===== config.mk =====
export PLATFORM = sky130hd
export DESIGN_NAME = phys_free_list
export DESIGN_NICKNAME = d
export VERILOG_FILES = /design/src/rtl/phys_free_list_pkg.sv /design/src/rtl/phys_free_list_lane_compact.sv /design/src/rtl/phys_free_list.sv
export SDC_FILE = /design/constraint.sdc
export NUM_CORES = 1
export LEC_CHECK = 0
export CORE_ASPECT_RATIO = 1.75
export CORE_UTILIZATION = 64
export CTS_BUF_LIST = sky130_fd_sc_hd__clkbuf_8 sky130_fd_sc_hd__clkbuf_16
export CTS_CLUSTER_SIZE = 10
export DETAILED_ROUTE_END_ITERATION = 10
export PLACE_DENSITY = 0.81
export SLEW_MARGIN = 20
export SYNTH_ARGS = -nofsm -noshare
export SYNTH_HDL_FRONTEND = slang
export SYNTH_HIERARCHICAL = 1
export SYNTH_SLANG_ARGS = --single-unit

===== constraint.sdc =====
create_clock -name clk -period 5.75 [get_ports clk]
set_clock_uncertainty 0.15 [all_clocks]
set_input_delay 1.15 -clock clk [delete_from_list [all_inputs] [get_ports clk]]
set_output_delay 1.15 -clock clk [all_outputs]
set_load 0.05 [all_outputs]

===== src/rtl/phys_free_list_pkg.sv =====
// Shared rename-stage types: physical tag, free-list pointer and the reset mapping size.
// SUPER (lanes per cycle) and PHYS_SZ (physical registers, power of two) may be overridden by define.
`ifndef SUPER
`define SUPER 2
`endif
`ifndef PHYS_SZ
`define PHYS_SZ 64
`endif

package phys_free_list_pkg;
  localparam int unsigned SUPER   = `SUPER;
  localparam int unsigned PHYS_SZ = `PHYS_SZ;
  localparam int unsigned ARCH_SZ = 32;
  localparam int unsigned PTAG_W  = $clog2(PHYS_SZ);
  localparam int unsigned PTR_W   = PTAG_W + 1;
  localparam int unsigned CNT_W   = $clog2(SUPER + 1);
  localparam int unsigned FREE_SZ = PHYS_SZ - ARCH_SZ;

  typedef logic [PTAG_W-1:0] ptag_t;
  typedef logic [PTR_W-1:0]  fl_ptr_t;
endpackage


===== src/rtl/phys_free_list_lane_compact.sv =====
// Lane compaction: per-lane offset among asserted lanes (ascending order) plus total popcount.
module lane_compact
  import phys_free_list_pkg::*;
(
  input  logic [SUPER-1:0]            mask,
  output logic [SUPER-1:0][CNT_W-1:0] offs,
  output logic [CNT_W-1:0]            cnt
);

  always_comb begin
    cnt  = '0;
    offs = '0;
    for (int i = 0; i < int'(SUPER); i++) begin
      offs[i] = cnt;
      cnt     = cnt + CNT_W'(mask[i]);
    end
  end

endmodule


===== src/rtl/phys_free_list.sv =====
// Circular free list of physical register tags with one-cycle flush recovery via retire_head.
// Optional double-free detection is built when PFL_DOUBLE_FREE_CHECK_EN is defined.
module phys_free_list
  import phys_free_list_pkg::*;
(
  input  logic                         clk,
  input  logic                         rst,
  input  logic [SUPER-1:0]             alloc_req,
  output logic                         alloc_ready,
  output logic [SUPER-1:0][PTAG_W-1:0] alloc_tag,
  input  logic [SUPER-1:0]             free_en,
  input  logic [SUPER-1:0][PTAG_W-1:0] free_tag,
  input  logic [SUPER-1:0]             retire_alloc,
  input  logic                         flush,
  output logic [PTAG_W:0]              free_count,
  output logic                         dbl_free_err
);

  ptag_t                       entries [PHYS_SZ];
  fl_ptr_t                     head, retire_head, tail, flush_head;
  logic [SUPER-1:0]            free_ok;
  logic [SUPER-1:0][CNT_W-1:0] a_offs, f_offs, r_offs;
  logic [CNT_W-1:0]            a_cnt, f_cnt, r_cnt;

  lane_compact u_alloc  (.mask(alloc_req),    .offs(a_offs), .cnt(a_cnt));
  lane_compact u_free   (.mask(free_ok),      .offs(f_offs), .cnt(f_cnt));
  lane_compact u_retire (.mask(retire_alloc), .offs(r_offs), .cnt(r_cnt));

  assign free_count  = tail - head;
  assign alloc_ready = (free_count >= PTR_W'(a_cnt)) && !flush;
  // Commit in the flush cycle is older than the flush, so its retires count.
  assign flush_head  = retire_head + PTR_W'(r_cnt);

  always_comb begin
    alloc_tag = '0;
    for (int i = 0; i < int'(SUPER); i++)
      alloc_tag[i] = entries[PTAG_W'(head[PTAG_W-1:0] + PTAG_W'(a_offs[i]))];
  end

  always_ff @(posedge clk) begin
    if (rst) begin
      head        <= '0;
      retire_head <= '0;
      tail        <= PTR_W'(FREE_SZ);
      for (int i = 0; i < int'(PHYS_SZ); i++)
        entries[i] <= (i < int'(FREE_SZ)) ? PTAG_W'(ARCH_SZ + i) : '0;
    end else begin
      if (flush)
        head <= flush_head;
      else if (alloc_ready)
        head <= head + PTR_W'(a_cnt);
      retire_head <= flush_head;
      tail        <= tail + PTR_W'(f_cnt);
      for (int i = 0; i < int'(SUPER); i++)
        if (free_ok[i])
          entries[PTAG_W'(tail[PTAG_W-1:0] + PTAG_W'(f_offs[i]))] <= free_tag[i];
    end
  end

`ifdef PFL_DOUBLE_FREE_CHECK_EN
  logic [PHYS_SZ-1:0] in_list;
  logic [SUPER-1:0]   dup;

  // Drop a lane whose tag is already listed or repeats a lower lane's tag.
  always_comb begin
    dup     = '0;
    free_ok = '0;
    for (int i = 0; i < int'(SUPER); i++) begin
      for (int j = 0; j < i; j++)
        if (free_en[j] && (free_tag[j] == free_tag[i]))
          dup[i] = 1'b1;
      free_ok[i] = free_en[i] && !dup[i] && !in_list[free_tag[i]];
    end
  end

  always_ff @(posedge clk) begin
    if (rst) begin
      dbl_free_err <= 1'b0;
      for (int i = 0; i < int'(PHYS_SZ); i++)
        in_list[i] <= (i >= int'(ARCH_SZ));
    end else begin
      if (flush) begin
        // Re-list every entry in the squashed window [flush_head, head).
        for (int i = 0; i < int'(PHYS_SZ); i++)
          if ({1'b0, PTAG_W'(PTAG_W'(i) - flush_head[PTAG_W-1:0])} < PTR_W'(head - flush_head))
            in_list[entries[i]] <= 1'b1;
      end else if (alloc_ready) begin
        for (int i = 0; i < int'(SUPER); i++)
          if (alloc_req[i])
            in_list[alloc_tag[i]] <= 1'b0;
      end
      for (int i = 0; i < int'(SUPER); i++)
        if (free_ok[i])
          in_list[free_tag[i]] <= 1'b1;
      if (|(free_en & ~free_ok))
        dbl_free_err <= 1'b1;
    end
  end
`else
  assign free_ok      = free_en;
  assign dbl_free_err = 1'b0;
`endif

endmodule


After elaboration in Yosys (flattened, before gate mapping). Memories as Yosys holds them, arrays and structs flattened. A register that Yosys moved wholly into a read port is not among the register bits. Cells that the tools add are included.

Multiply operators: 0. Reduce and logical (&&, ||, !) cells: 5. $lt $le $gt $ge: 1. Muxes and demuxes: 18. Eq/ne operators: 0. Add/sub/neg operators: 9. Bitwise logic cells: 0. Divide/modulo/power cells: 0. Shift operators: 0.

Operators by type and width (count): 2-to-1 mux 6 bit (6); adder 7 x 2 -> 7 bit (3); 2-to-1 mux 7 bit (2); adder 6 x 1 -> 6 bit (2); OR reduction 6 bit (2); 2-to-1 mux 1 bit (10); >= comparator 7 x 2 -> 1 bit (1); subtractor 7 bit (1); adder 1 x 1 -> 2 bit (3); nonzero test 2 bit (1); logical AND 1 bit (1); zero test 1 bit (1).

Memories kept: 1. Flip-flop bits (word level): 21. Word-level logic and storage cells: 37. Output and inout port bits: 21. Bits in latches: 0. Memory bits (read-only): 0. Input port bits: 21. Bits in writable memories: 384.

Memories: entries (words 64, width 6, read ports 2, clocked after Yosys merged registers in 1, write ports 64, RTL line phys_free_list.sv:19) `ptag_t entries [PHYS_SZ];`.

Depth between registers and ports, before layout. Gate-level depths: netlist of run 1.

Word-level depth: 7. Mapped depth: 11. Depth with buffers taken out: 11.

Hierarchy. The synthesis of run 1 kept the hierarchy.

By module, submodules not included: phys_free_list (area each 25191.7 µm², cells an instance 1837, instances 1, sequential area each 11951.5 µm²); lane_compact (area each 46.3 µm², cells an instance 6, instances 3, sequential area each 0.0 µm²).

Worst setup path after synthesis of run 1. Ideal clock, no wire load.

Kind: input to output. Start point: in alloc_req[0]. End point: out alloc_tag[10] (netlist name). Path buffers: 4. Data arrival time: 4.204 ns. Stages: 9. Required time: 4.450 ns. Path slack: 0.246 ns. Path through: buf_4 > ha_1 > fa_1 > clkbuf_1 > buf_1 > clkbuf_1 > mux4_2 > mux4_2 > mux4_2.

RTL lines: from (decl) (RTL line phys_free_list.sv:8) `input logic [SUPER-1:0] alloc_req,`; to (decl) (RTL line phys_free_list.sv:10) `output logic [SUPER-1:0][PTAG_W-1:0] alloc_tag,`.

==> impl_metrics.py, run 1 <==
metrics = {
    "status": {
        "status": "finished with violations",
        "violations": "DRC",
    },
    "worst_setup_path": {
        "critPathLaunch": "alloc_req[0]",
        "critPathCaptureType": "output pin",
        "start_kind": "input pin",
        "worstPathBufferInverterCount": 4,
        "cp_cell_sequence": "dlygate4sd2_1, ha_4, fa_4, buf_12, buf_16, mux4_2, mux4_2, mux4_2, buf_6",
        "r2r_slack_ns": 1.85,
        "cp_common_cell": "mux4_2",
        "rr_worst_depth": 7,
        "cp.arrival_ns": 4.41,
        "critical_path.top_delay_family": "multiplexers",
        "required_ns": 4.45,
        "path_max_fanout": 12,
        "critPathSlowestCell": "fa_4",
        "r2r_start": "tail[1]",
        "crit_type": "in2out",
        "cpPeakStageDelay_ns": 0.97,
        "r2r-end": "entries[33][3]",
    },
    "route": {
        "dr.pass1.iters": 11,
        "avgRoutedWirePerCell_um": 40.0,
        "route.detailed.drc": 4,
        "routed_wl_um": 93500,
        "drt.antenna.violating_nets": 0,
        "initialDrtViolationCount": 3681,
        "vias_per_cell": 8.41,
        "vias": 19600,
    },
    "placement": {
        "placed_area_um2": 26300,
        "dp.cells": 2275,
        "place_congestion": 1.03,
        "dp.final_hpwl_um": 64600,
        "io_buffers": 40,
    },
    "cts": {
        "clk_latency_ns": 0.56,
        "ctsHtreeMaxLevel": 2,
        "cts_buffer_depth": 3,
        "hold_buffers": 0,
        "cts_tree": "built",
        "cts-root-buf": "clkbuf_16",
        "cts_sinks": 405,
        "path_clk_slew_ns": 0.06,
        "cts-buffers-inserted": 46,
    },
    "global_routing": {
        "grt_pass1_vias": 19000,
        "overflow": 0,
        "grt_max_degree": 50,
        "antenna_found_initial": 1,
        "grt_pass1_wl_um": 133000,
        "grt_use_total": 0.473,
    },
    "synthesis": {
        "syn_area_per_cell_um2": 13.7,
        "yosysWarnings": 6,
        "syn-cell-area_um2": 25300,
        "synthCells": 1850,
    },
    "timing": {
        "hold_violations": 0,
        "fmax_ghz": 0.175,
        "period_needed_ns": 5.71,
        "min_period_over_period": 0.993,
        "timing.hold.ws_ns": 0.361,
        "slew_headroom": 0.171,
        "final_max_slew_viol_count": 0,
        "rsz0062_at_grt": "false",
        "setup_viol_count_final": 0,
        "worstMarginPinSlew_ns": 1.24,
    },
    "min_path": {
        "hold_end": "head[4]",
        "hold_start": "head[4]",
        "hp-class": "reg2reg",
        "holdPathStages": 2,
    },
    "die": {
        "ios": 42,
        "fp.dieArea_um2": 40400,
        "die_h_um": 265,
        "initial_core_util": 0.648,
        "core_area_um2": 39000,
        "chipWidth_um": 152,
        "std_cell_rows": 96,
    },
    "final_layout": {
        "layout_common_cells": "edfxtp_1, mux4_2, a22o_1, nor2_1, buf_4",
        "antenna_cells": 0,
        "post-route-util": 0.708,
        "num-nets-final": 1891,
        "syn2layout_area_growth_pct": 9.24,
        "layout_commonest_cell": "edfxtp_1",
        "fin_cells": 2336,
        "fin_area_um2": 27600,
        "drive_above_1_share": 0.260,
    },
    "run": {
        "cap_violations": 0,
    },
    "power": {
        "pwr-share-comb": 0.325,
        "leakagePower_nw": 8.71,
        "swShare": 0.320,
        "p_switching_mw": 2.86,
        "seq_power_share": 0.387,
        "p_int_mw": 6.06,
        "clock_power_share": 0.288,
        "ir_drop_uv": 279,
        "p_per_area_nw_per_um2": 323,
    },
}
per-stage QoR:
step | total power, mW | worst slack, ns | setup TNS, ns
floorplan | 5.39 | 0.246 | 0
global placement | 6.21 | -0.0552 | -0.261
detailed placement | 6.26 | -0.0701 | -0.294
CTS | 8.81 | 0.0730 | 0
global route | 9.07 | 0.0232 | 0
finish | 8.92 | 0.0387 | 0
registers in the layout, summed over array words and instances (netlist names):
register / count
entries: 384
head: 7
retire_head: 7
tail: 7
layout make-up:
class | count | area [um2]
multi-input combinational | 1213 | 12500
timing repair buffer | 134 | 1230
fill | 2510 | 11400
clock buffer | 46 | 1150
inverter | 37 | 139
tap | 490 | 613
clock inverter | 11 | 65.1
sequential | 405 | 12000
worst max path at each step:
stage               endpoint  slack, ns  depth (start not counted)
2_1_floorplan  alloc_tag[10]       0.25                          9
3_5_place_dp    alloc_tag[6]      -0.07                          8
4_1_cts         alloc_tag[7]       0.07                          9
3_3_place_gp    alloc_tag[6]      -0.06                          8
6_report        alloc_tag[7]       0.04                          9
5_1_grt         alloc_tag[8]       0.02                          9
power by group through the flow:
stage / Sequential (mW) / Combinational, mW / Clock (mW)
final: 3.46 / 2.90 / 2.56
after global placement: 3.51 / 2.70 / 0
after detailed placement: 3.51 / 2.75 / 0
after CTS: 3.45 / 2.83 / 2.53
after floorplan: 3.43 / 1.96 / 0
after global routing: 3.46 / 2.98 / 2.64
tightest hold or removal path, cell delays in order (launching register included):
cell and delay (ns):
dfxtp_1 0.33, nand2_1 0.06, o211ai_1 0.07
metal layers:
layer	vias up	share of wire	GRT usage
met5	-	0.00016	0
met4	2	0.10	0.387
met2	1893	0.47	0.747
li1	7637	-	-
met3	535	0.14	0.127
met1	9581	0.29	0.544
what timing repair did:
item	CTS	global route
hold endpoints to repair	0	0
buffers inserted	2	0
resized for setup	11	0
endpoints found under the setup margin	6	0
Note: power is estimated with default switching activity, not from simulation.
==> run 2, diff against run 1 <==
--- a/config.mk
+++ b/config.mk
@@ -5,13 +5,14 @@
 export SDC_FILE = /design/constraint.sdc
 export NUM_CORES = 1
 export LEC_CHECK = 0
+export CAP_MARGIN = 20
 export CORE_ASPECT_RATIO = 1.75
 export CORE_UTILIZATION = 64
 export CTS_BUF_LIST = sky130_fd_sc_hd__clkbuf_8 sky130_fd_sc_hd__clkbuf_16
 export CTS_CLUSTER_SIZE = 10
 export DETAILED_ROUTE_END_ITERATION = 10
 export PLACE_DENSITY = 0.81
-export SLEW_MARGIN = 20
+export SLEW_MARGIN = 10
 export SYNTH_ARGS = -nofsm -noshare
 export SYNTH_HDL_FRONTEND = slang
 export SYNTH_HIERARCHICAL = 1
==> run 2 against run 1 <==
Compared with the run above: the flow still finishes with violations (DRC); sequential power is essentially flat; worst setup slack improved by 0.026 ns; cell area rose by 0.53%; sequential cell count did not move; critical path depth stayed put; count of clock-buffer cells in the layout increased by 1; clock power about the same; critical path type unchanged.
==> impl_metrics.py, run 2 (same netlist as run 1, synthesis figures left out) <==
metrics = {
    "status": {
        "status": "finished with violations",
        "violations": "DRC",
    },
    "global_routing": {
        "grt_use_total": 0.470,
        "grt_max_degree": 50,
        "overflow": 0,
        "grt_pass1_wl_um": 132000,
        "antenna_found_initial": 2,
        "grt_pass1_vias": 18800,
    },
    "cts": {
        "clk_latency_ns": 0.57,
        "path_clk_slew_ns": 0.06,
        "cts_buffer_depth": 3,
        "ctsHtreeMaxLevel": 2,
        "cts_tree": "built",
        "cts-buffers-inserted": 46,
        "cts_sinks": 405,
        "hold_buffers": 0,
        "cts-root-buf": "clkbuf_16",
    },
    "run": {
        "cap_violations": 0,
    },
    "final_layout": {
        "layout_common_cells": "edfxtp_1, mux4_2, a22o_1, nor2_1, buf_4",
        "post-route-util": 0.712,
        "drive_above_1_share": 0.259,
        "layout_commonest_cell": "edfxtp_1",
        "max_flop_register": "entries",
        "num-nets-final": 1896,
        "syn2layout_area_growth_pct": 9.82,
        "largest_reg_flops": 384,
    },
    "die": {
        "std_cell_rows": 96,
        "die_h_um": 265,
        "fp.dieArea_um2": 40400,
        "initial_core_util": 0.648,
        "chipWidth_um": 152,
        "core_area_um2": 39000,
        "ios": 42,
    },
    "route": {
        "initialDrtViolationCount": 3782,
        "vias_per_cell": 8.40,
        "dr.pass1.iters": 9,
        "route.detailed.drc": 8,
        "vias": 19700,
        "routed_wl_um": 93100,
        "avgRoutedWirePerCell_um": 39.7,
        "drt.antenna.violating_nets": 0,
    },
    "worst_setup_path": {
        "r2r-end": "entries[33][4]",
        "critPathLaunch": "alloc_req[0]",
        "cp.arrival_ns": 4.39,
        "critPathCaptureType": "output pin",
        "cp_common_cell": "mux4_2",
        "required_ns": 4.45,
        "critPathSlowestCell": "fa_4",
        "r2r_start": "tail[1]",
        "path_max_fanout": 12,
        "cpPeakStageDelay_ns": 0.93,
        "start_kind": "input pin",
        "rr_worst_depth": 7,
        "cp_cell_sequence": "dlygate4sd2_1, ha_4, fa_4, buf_12, buf_16, mux4_2, mux4_2, mux4_2, buf_6",
        "worstSetupEndpoint": "alloc_tag[11]",
        "crit_type": "in2out",
        "r2r_slack_ns": 1.62,
    },
    "timing": {
        "setup_viol_count_final": 0,
        "final_max_slew_viol_count": 0,
        "final.setup.tns_ns": 0,
        "timing.hold.ws_ns": 0.369,
        "min_period_over_period": 0.989,
        "slew_headroom": 0.163,
        "period_needed_ns": 5.69,
        "fmax_ghz": 0.176,
        "worstMarginPinSlew_ns": 1.25,
        "hold_violations": 0,
        "rsz0062_at_grt": "false",
    },
    "power": {
        "ir_drop_uv": 262,
        "seq_power_share": 0.386,
        "leakagePower_nw": 8.77,
        "pwr-share-comb": 0.324,
        "p_switching_mw": 2.85,
        "p_int_mw": 6.10,
        "p_per_area_nw_per_um2": 322,
        "swShare": 0.318,
        "clock_power_share": 0.289,
    },
    "placement": {
        "dp.final_hpwl_um": 65100,
        "io_buffers": 40,
        "place_congestion": 1.03,
    },
    "min_path": {
        "hp-class": "reg2reg",
    },
}
## run 2: layout make-up
class / count / area, um2
clock inverters: 9 / 58.8
repair buffers: 139 / 1360
well taps: 490 / 613
diodes: 3 / 7.51
clock buffers: 47 / 1180
multi-input cells: 1213 / 12500
inverters: 37 / 139
fillers: 2529 / 11300
flip-flops and latches: 405 / 12000
## run 2: worst min-delay path by stage
stage	from	end	depth (start not counted)
floorplan	head[4]	head[4]	2
global placement	head[4]	head[4]	2
detailed placement	head[4]	head[4]	2
CTS	head[4]	head[4]	2
global route	head[4]	head[4]	2
finish	head[4]	head[4]	2
## run 2: power by group through the flow
stage | sequential [mW] | clock (mW) | combinational [mW]
2_1_floorplan | 3.43 | 0 | 1.96
3_3_place_gp | 3.51 | 0 | 2.70
3_5_place_dp | 3.51 | 0 | 2.75
4_1_cts | 3.45 | 2.56 | 2.83
5_1_grt | 3.46 | 2.66 | 2.98
6_report | 3.46 | 2.59 | 2.90
## run 2: stage by stage
step                worst slack, ns  power [mW]  instances  instance area [um2]
floorplan                     0.246        5.39       1854                25300
detailed placement          -0.0699        6.27       2279                26400
global route                 0.0170        9.11       2341                27800
CTS                          0.0677        8.84       2339                27700
finish                       0.0645        8.95       2343                27800
global placement            -0.0552        6.21       2275                26300
## run 2: timing repair
item                                    CTS  global route
gates cloned                              2             0
endpoints found under the setup margin    6             3
pin swaps                                 1             1
gates resized for setup                   9             0
buffers inserted                          2             0
## run 2: metal layers
layer,GRT usage,vias to the layer above,part of all wire
met1,0.551,9579,0.30
met3,0.115,531,0.14
met4,0.389,2,0.11
met5,0,-,0.00017
met2,0.739,1941,0.46
li1,-,7639,-
## run 2: critical path: cells and delay by family
kind | cells | cell delay [ns]
buf+inv | 4 | 0.72
mux | 3 | 1.38
fa+ha+maj | 2 | 1.10
